<file path="src/rtl/c3lib_dff_pipe_vld.sv">
// c3lib_dff_pipe_vld
// WIDTH-bit register pipeline of DEPTH stages. Each stage carries a valid bit.
// Features: ready/valid backpressure, bubble collapsing, synchronous flush and
// occupancy reporting. Stage 0 is the input side; stage DEPTH-1 drives the outputs.
module c3lib_dff_pipe_vld #(
    parameter int                 WIDTH     = 8,
    parameter int                 DEPTH     = 3,
    parameter logic [WIDTH-1:0]   RESET_VAL = {WIDTH{1'b0}},
    localparam int                OCC_W     = $clog2(DEPTH + 1)
) (
    input  logic             clk,
    input  logic             rst,
    input  logic             in_vld,
    input  logic [WIDTH-1:0] data_in,
    output logic             in_rdy,
    output logic             out_vld,
    output logic [WIDTH-1:0] data_out,
    input  logic             out_rdy,
    input  logic             flush,
    output logic [OCC_W-1:0] occ
);

    // Flattened views of the per-stage state, so that neighbouring stages
    // and the output logic can read them.
    logic [DEPTH-1:0] vld_vec;
    logic [WIDTH-1:0] dat_vec [DEPTH];

    // A stage may take a new word when it is empty, or when its successor moves
    // on this cycle. The chain ends at the downstream ready.
    logic [DEPTH-1:0] adv;

    // Build the advance chain from the output side back toward the input.
    always_comb begin
        logic carry;
        carry = out_rdy;
        adv   = '0;
        for (int i = DEPTH - 1; i >= 0; i--) begin
            carry  = ~vld_vec[i] | carry;
            adv[i] = carry;
        end
    end

    genvar gi;
    generate
        for (gi = 0; gi < DEPTH; gi++) begin : g_stage
            logic             src_vld;
            logic [WIDTH-1:0] src_dat;
            logic             vld_reg;
            logic [WIDTH-1:0] dat_reg;

            if (gi == 0) begin : g_head
                assign src_vld = in_vld;
                assign src_dat = data_in;
            end else begin : g_body
                assign src_vld = vld_vec[gi-1];
                assign src_dat = dat_vec[gi-1];
            end

            // Stage register. Flush clears only the valid bit. Data loads only
            // when a real word arrives, so bubbles leave the data flops untouched.
            always_ff @(posedge clk or posedge rst) begin
                if (rst) begin
                    vld_reg <= 1'b0;
                    dat_reg <= RESET_VAL;
                end else if (flush) begin
                    vld_reg <= 1'b0;
                end else if (adv[gi]) begin
                    vld_reg <= src_vld;
                    if (src_vld) begin
                        dat_reg <= src_dat;
                    end
                end
            end

            assign vld_vec[gi] = vld_reg;
            assign dat_vec[gi] = dat_reg;
        end
    endgenerate

    logic [OCC_W-1:0] occ_next;

    // Occupancy is the number of stages holding a valid word.
    always_comb begin
        occ_next = '0;
        for (int i = 0; i < DEPTH; i++) begin
            occ_next = occ_next + OCC_W'(vld_vec[i]);
        end
    end

    // Flush blocks capture, so a word offered during a flush is never taken.
    assign in_rdy   = adv[0] & ~flush;
    assign out_vld  = vld_vec[DEPTH-1];
    assign data_out = dat_vec[DEPTH-1];
    assign occ      = occ_next;

endmodule
</file>
<file path="config.mk">
export PLATFORM = sky130hd
export DESIGN_NAME = c3lib_dff_pipe_vld
export DESIGN_NICKNAME = d
export VERILOG_FILES = /design/src/rtl/c3lib_dff_pipe_vld.sv
export SDC_FILE = /design/constraint.sdc
export NUM_CORES = 1
export LEC_CHECK = 0
export ABC_AREA = 1
export CORE_MARGIN = 2
export CORE_UTILIZATION = 43
export CTS_CLUSTER_SIZE = 40
export DETAILED_ROUTE_END_ITERATION = 8
export PLACE_DENSITY = 0.71
export SYNTH_ARGS = -nofsm -noshare
export SYNTH_HDL_FRONTEND = slang
export SYNTH_SLANG_ARGS = --single-unit
</file>
<file path="constraint.sdc">
create_clock -name clk -period 1.2 [get_ports clk]
set_input_delay 0.24 -clock clk [delete_from_list [all_inputs] [get_ports clk]]
set_output_delay 0.24 -clock clk [all_outputs]
set_load 0.03 [all_outputs]
</file>
# Word-level counts from Yosys, hierarchy flattened
# Index checks and enable logic that the tools add are counted.
dict set report totals {
  out_inout_bits 12
  reg_bits 27
  word_cells 28
}
dict set report op_classes {
  reduce_logical 6
  bitwise_logic 8
  mux 6
  add_sub_neg 2
}
# op n
set ops {}
lappend ops {{3-bit AND reduction} 3}
lappend ops {{1-bit two-way mux} 6}
lappend ops {{2-bit nonzero test} 3}
lappend ops {{1-bit NOT} 4}
lappend ops {{1-bit OR} 3}
lappend ops {{1-bit by 1-bit adder with 2-bit output} 1}
lappend ops {{2-bit by 1-bit adder with 2-bit output} 1}
lappend ops {{1-bit bitwise AND} 1}

# Longest topological paths before layout
dict set report logic_depth {
  depth_word 6
  mapped_depth 6
  depth_no_buf 5
}

# Worst setup path before layout
# OpenSTA, ideal clock, no wires.
dict set report synth_path {
  path_kind {register to output}
  startpoint {register g_stage[2].vld_reg (netlist: out_vld)}
  endpoint {output occ[0]}
  t_arrival_ps 1285
  slack_ps -325
  required_ps 960
  path_stages_with_launch 2
  cell_sequence {dfrtp_1 fa_1}
}
dict set report synth_between {
  elab_chain_cells 1
}
# element line
set synth_lines {}
lappend synth_lines {{start, declared} 48} ;# logic vld_reg;
lappend synth_lines {{start signal, assigned} 68} ;# vld_reg <= src_vld;
lappend synth_lines {{2-bit by 1-bit adder with 2-bit output} 86} ;# occ_next = occ_next + OCC_W'(vld_vec[i]);
lappend synth_lines {{end, declared} 20} ;# output logic [OCC_W-1:0] occ
# No other way between the ends.

# Final worst setup path
dict set report layout_path {
  startpoint {register g_stage[0].vld_reg}
  endpoint {output occ[0]}
}
dict set report layout_between {
  elab_chain_cells 2
}
# element line
set layout_lines {}
lappend layout_lines {{start, declared} 48}
lappend layout_lines {{start signal, assigned} 68}
lappend layout_lines {{1-bit by 1-bit adder with 2-bit output} 86}
lappend layout_lines {{2-bit by 1-bit adder with 2-bit output} 86}
# No other way between the ends.

==> run_results.csv <==
group,metric,value,unit
timing,hold_viol,0,
timing,tightest_slew,0.264,ns
logic_synthesis,ys_seq_elements,27,
die,rows,18,
placed_design,place_area,1470,um^2
logic_synthesis,synthTopCellsByArea,"dfrtp_1 (60%), nand2_1 (14%), nand3_1 (7.2%)",
route,dr.pass1.iters,4,
finish,fin_nets,177,
timing,fmax,579,MHz
logic_synthesis,yosysSeqAreaShare,0.604,
placed_design,post-place-ws,-0.400,ns
timing,clock_skew,0.00469,ns
die,die_w,55.0,um
die,coreArea,2480,um^2
logic_synthesis,synth_top_area_share,0.604,
pwr,p_leak,0.843,nW
global_routing,grt_max_degree,20,
cts,path_clk_slew,0.14,ns
timing,rsz0062_at_grt,"yes",
global_routing,grt.overflow.total,0,
route,ant_nets,0,
placed_design,dp_hpwl,1580,um
finish,drive_gt1_frac,0.333,
worst_setup_path,crit_path_max_fanout,3,
timing,setup_ws,-0.526,ns
finish,fin_util,0.676,
worst_setup_path,arrival,1.49,ns
route,wl_per_cell,12.5,um
finish,antenna_cells,0,
die,die-area,3030,um^2
min_path,hp-class,"in -> async",
timing,relSlewSlack,0.824,
worst_setup_path,start_kind,"flip-flop",
finish,finish.instance_area,1670,um^2
cts,clock-root-buffer,"clkbuf_4",
finish,fillerInstances,212,
job,maxCapViolCount,0,
timing,period_needed,1.73,ns
worst_setup_path,end_kind,"output port",
cts,htreeDepth,1,
route,viasPerCell,4.80,
logic_synthesis,syn-num-nets,134,
route,routed_wl,2410,um
route,drc,0,
logic_synthesis,netlist_instances,120,
global_routing,grt_usage,0.157,
timing,fin_crit_sh,1.44,
timing,whs,0.244,ns
status,violations,"negative setup slack",
logic_synthesis,synth_cell_types,15,
worst_setup_path,setup.worst_path.start,"g_stage[0].vld_reg$_DFFE_PP0P_",
cts,cts_tree,"done",
die,die_h,55.0,um
pwr,power_density,1290,nW/um^2
logic_synthesis,syn_avg_cell_area,9.32,um^2
finish,syn2layout_area_growth,49.7,%
logic_synthesis,ys_warn_count,0,
global_routing,grt_pass1_vias,793,
global_routing,antenna_found_initial,0,
pwr,vdd_drop_max,848,uV
cts,clk_latency,0.32,ns
route,drt_iter0_drc,19,
logic_synthesis,syn_area,1120,um^2
worst_setup_path,timing.rr.start,"g_stage[1].vld_reg$_DFFE_PP0P_",
logic_synthesis,synth_area_leader_cell,"dfrtp_1",
global_routing,grt_pass1_wl,3370,um
timing,slew_viol_final,0,
cts,cts_inserted_buffers,3,
timing,setup_violations,13,
die,start_util,0.452,
worst_setup_path,setup.worst_path.class,"reg -> out",
placed_design,numPortBuffers,24,
route,vias,921,
status,status,"complete, but fails checks",
placed_design,place.gp.congestion,0.729,
pwr,finalPower,2.16,mW
finish,largest_register_ffs,16,
cts,clk_path_buf_depth,2,
worst_setup_path,required,0.96,ns
cts,clock-sinks,27,
die,io-pin-count,25,
==> critical path, stage by stage, from the launching register on <==
cell and delay [ns]:
dfrtp_1 0.45, fa_2 0.59, buf_6 0.13
==> final timing paths <==
check | end | slack (ns) | cells after the start
min | g_stage[1].dat_reg[6]$_DFFE_PP0P_ | 0.24 | 3
max reg2reg | g_stage[0].dat_reg[6]$_DFFE_PP0P_ | -0.12 | 6
max in group asynchronous | data_out[0]$_DFFE_PP0P_ | 0.82 | 3
min in group clk | g_stage[0].dat_reg[2]$_DFFE_PP0P_ | 0.45 | 3
max | occ[0] | -0.53 | 2
min reg2reg | g_stage[1].dat_reg[7]$_DFFE_PP0P_ | 0.49 | 2
==> layer usage <==
| layer | up-vias | share of wire | GRT usage |
|---|---|---|---|
| met3 | 4 | 0.039 | 0.0242 |
| met1 | 435 | 0.43 | 0.207 |
| li1 | 461 | - | - |
| met4 | 0 | 0.0087 | 0.0610 |
| met2 | 21 | 0.52 | 0.260 |
| met5 | - | 0 | 0 |
==> synth_stat cells <==
library cell	number
o21ai_0	1
nand2_1	42
nand3_1	16
dfrtp_1	27
nor2_2	2
nand4_1	1
inv_1	13
buf_2	1
inv_2	1
buf_6	1
a21oi_1	2
nand3_2	2
fa_1	1
o21ai_1	8
nand2_4	2
==> cells by family (layout without fill, tap and decap cells) <==
kind of cell | count (synthesis) | in the layout | share of synthesized area
compound gates | 11 | 11 | 0.0492
fa+ha+maj | 1 | 1 | 0.0179
buf+inv | 16 | 58 | 0.0615
flops | 27 | 27 | 0.604
simple gates | 65 | 65 | 0.267
==> timing repair <==
action | 4_1_cts | 5_1_grt
cloned | 0 | 3
hold buffers | 0 | 0
gates resized for setup | 7 | 26
endpoints found under the setup margin | 12 | 17
pin swaps | 2 | 8
setup buffers | 1 | 4
==> per-stage QoR <==
stage,std cells,TNS (ns)
3_5_place_dp,182,-6.12
2_1_floorplan,120,-0.215
5_1_grt,192,-2.86
4_1_cts,187,-2.20
3_3_place_gp,182,-5.15
6_report,192,-2.08
==> layout by cell type, fill, tap and decap left out <==
master / synthesis / final
clkdlybuf4s50_1: 0 / 12
buf_6: 1 / 8
a21oi_2: 0 / 1
nand2_4: 2 / 3
dfrtp_1: 27 / 26
nand2_8: 0 / 1
inv_1: 13 / 12
clkinv_2: 0 / 1
nand3_4: 0 / 2
clkbuf_16: 0 / 2
nand2_1: 42 / 35
dfrtp_2: 0 / 1
buf_12: 0 / 2
nand3_1: 16 / 12
buf_4: 0 / 16
fa_2: 0 / 1
nand3_2: 2 / 4
nand2_2: 0 / 5
inv_4: 0 / 1
inv_2: 1 / 1
o21ai_0: 1 / 1
nand4_1: 1 / 1
clkbuf_4: 0 / 3
nor2_4: 0 / 1
a21oi_1: 2 / 1
nor2_2: 2 / 1
o21ai_1: 8 / 8
==> area by class of cell <==
class / instances / area [um^2] / share of cell area
inverter: 14 / 55.1 / 0.0329
tap: 30 / 37.5 / 0.0224
sequential: 27 / 677 / 0.404
clock inverter: 1 / 5.00 / 0.00299
timing repair buffer: 40 / 420 / 0.251
multi-input combinational: 77 / 457 / 0.273
clock buffer: 3 / 22.5 / 0.0135
==> where the power goes <==
group | internal (mW) | switching [mW] | total [mW] | leakage, nW
Combinational | 0.265 | 0.349 | 0.613 | 0.480
Sequential | 1.06 | 0.0926 | 1.16 | 0.345
Clock | 0.125 | 0.265 | 0.390 | 0.0177
No activity file was read; power rests on OpenSTA's default activity.
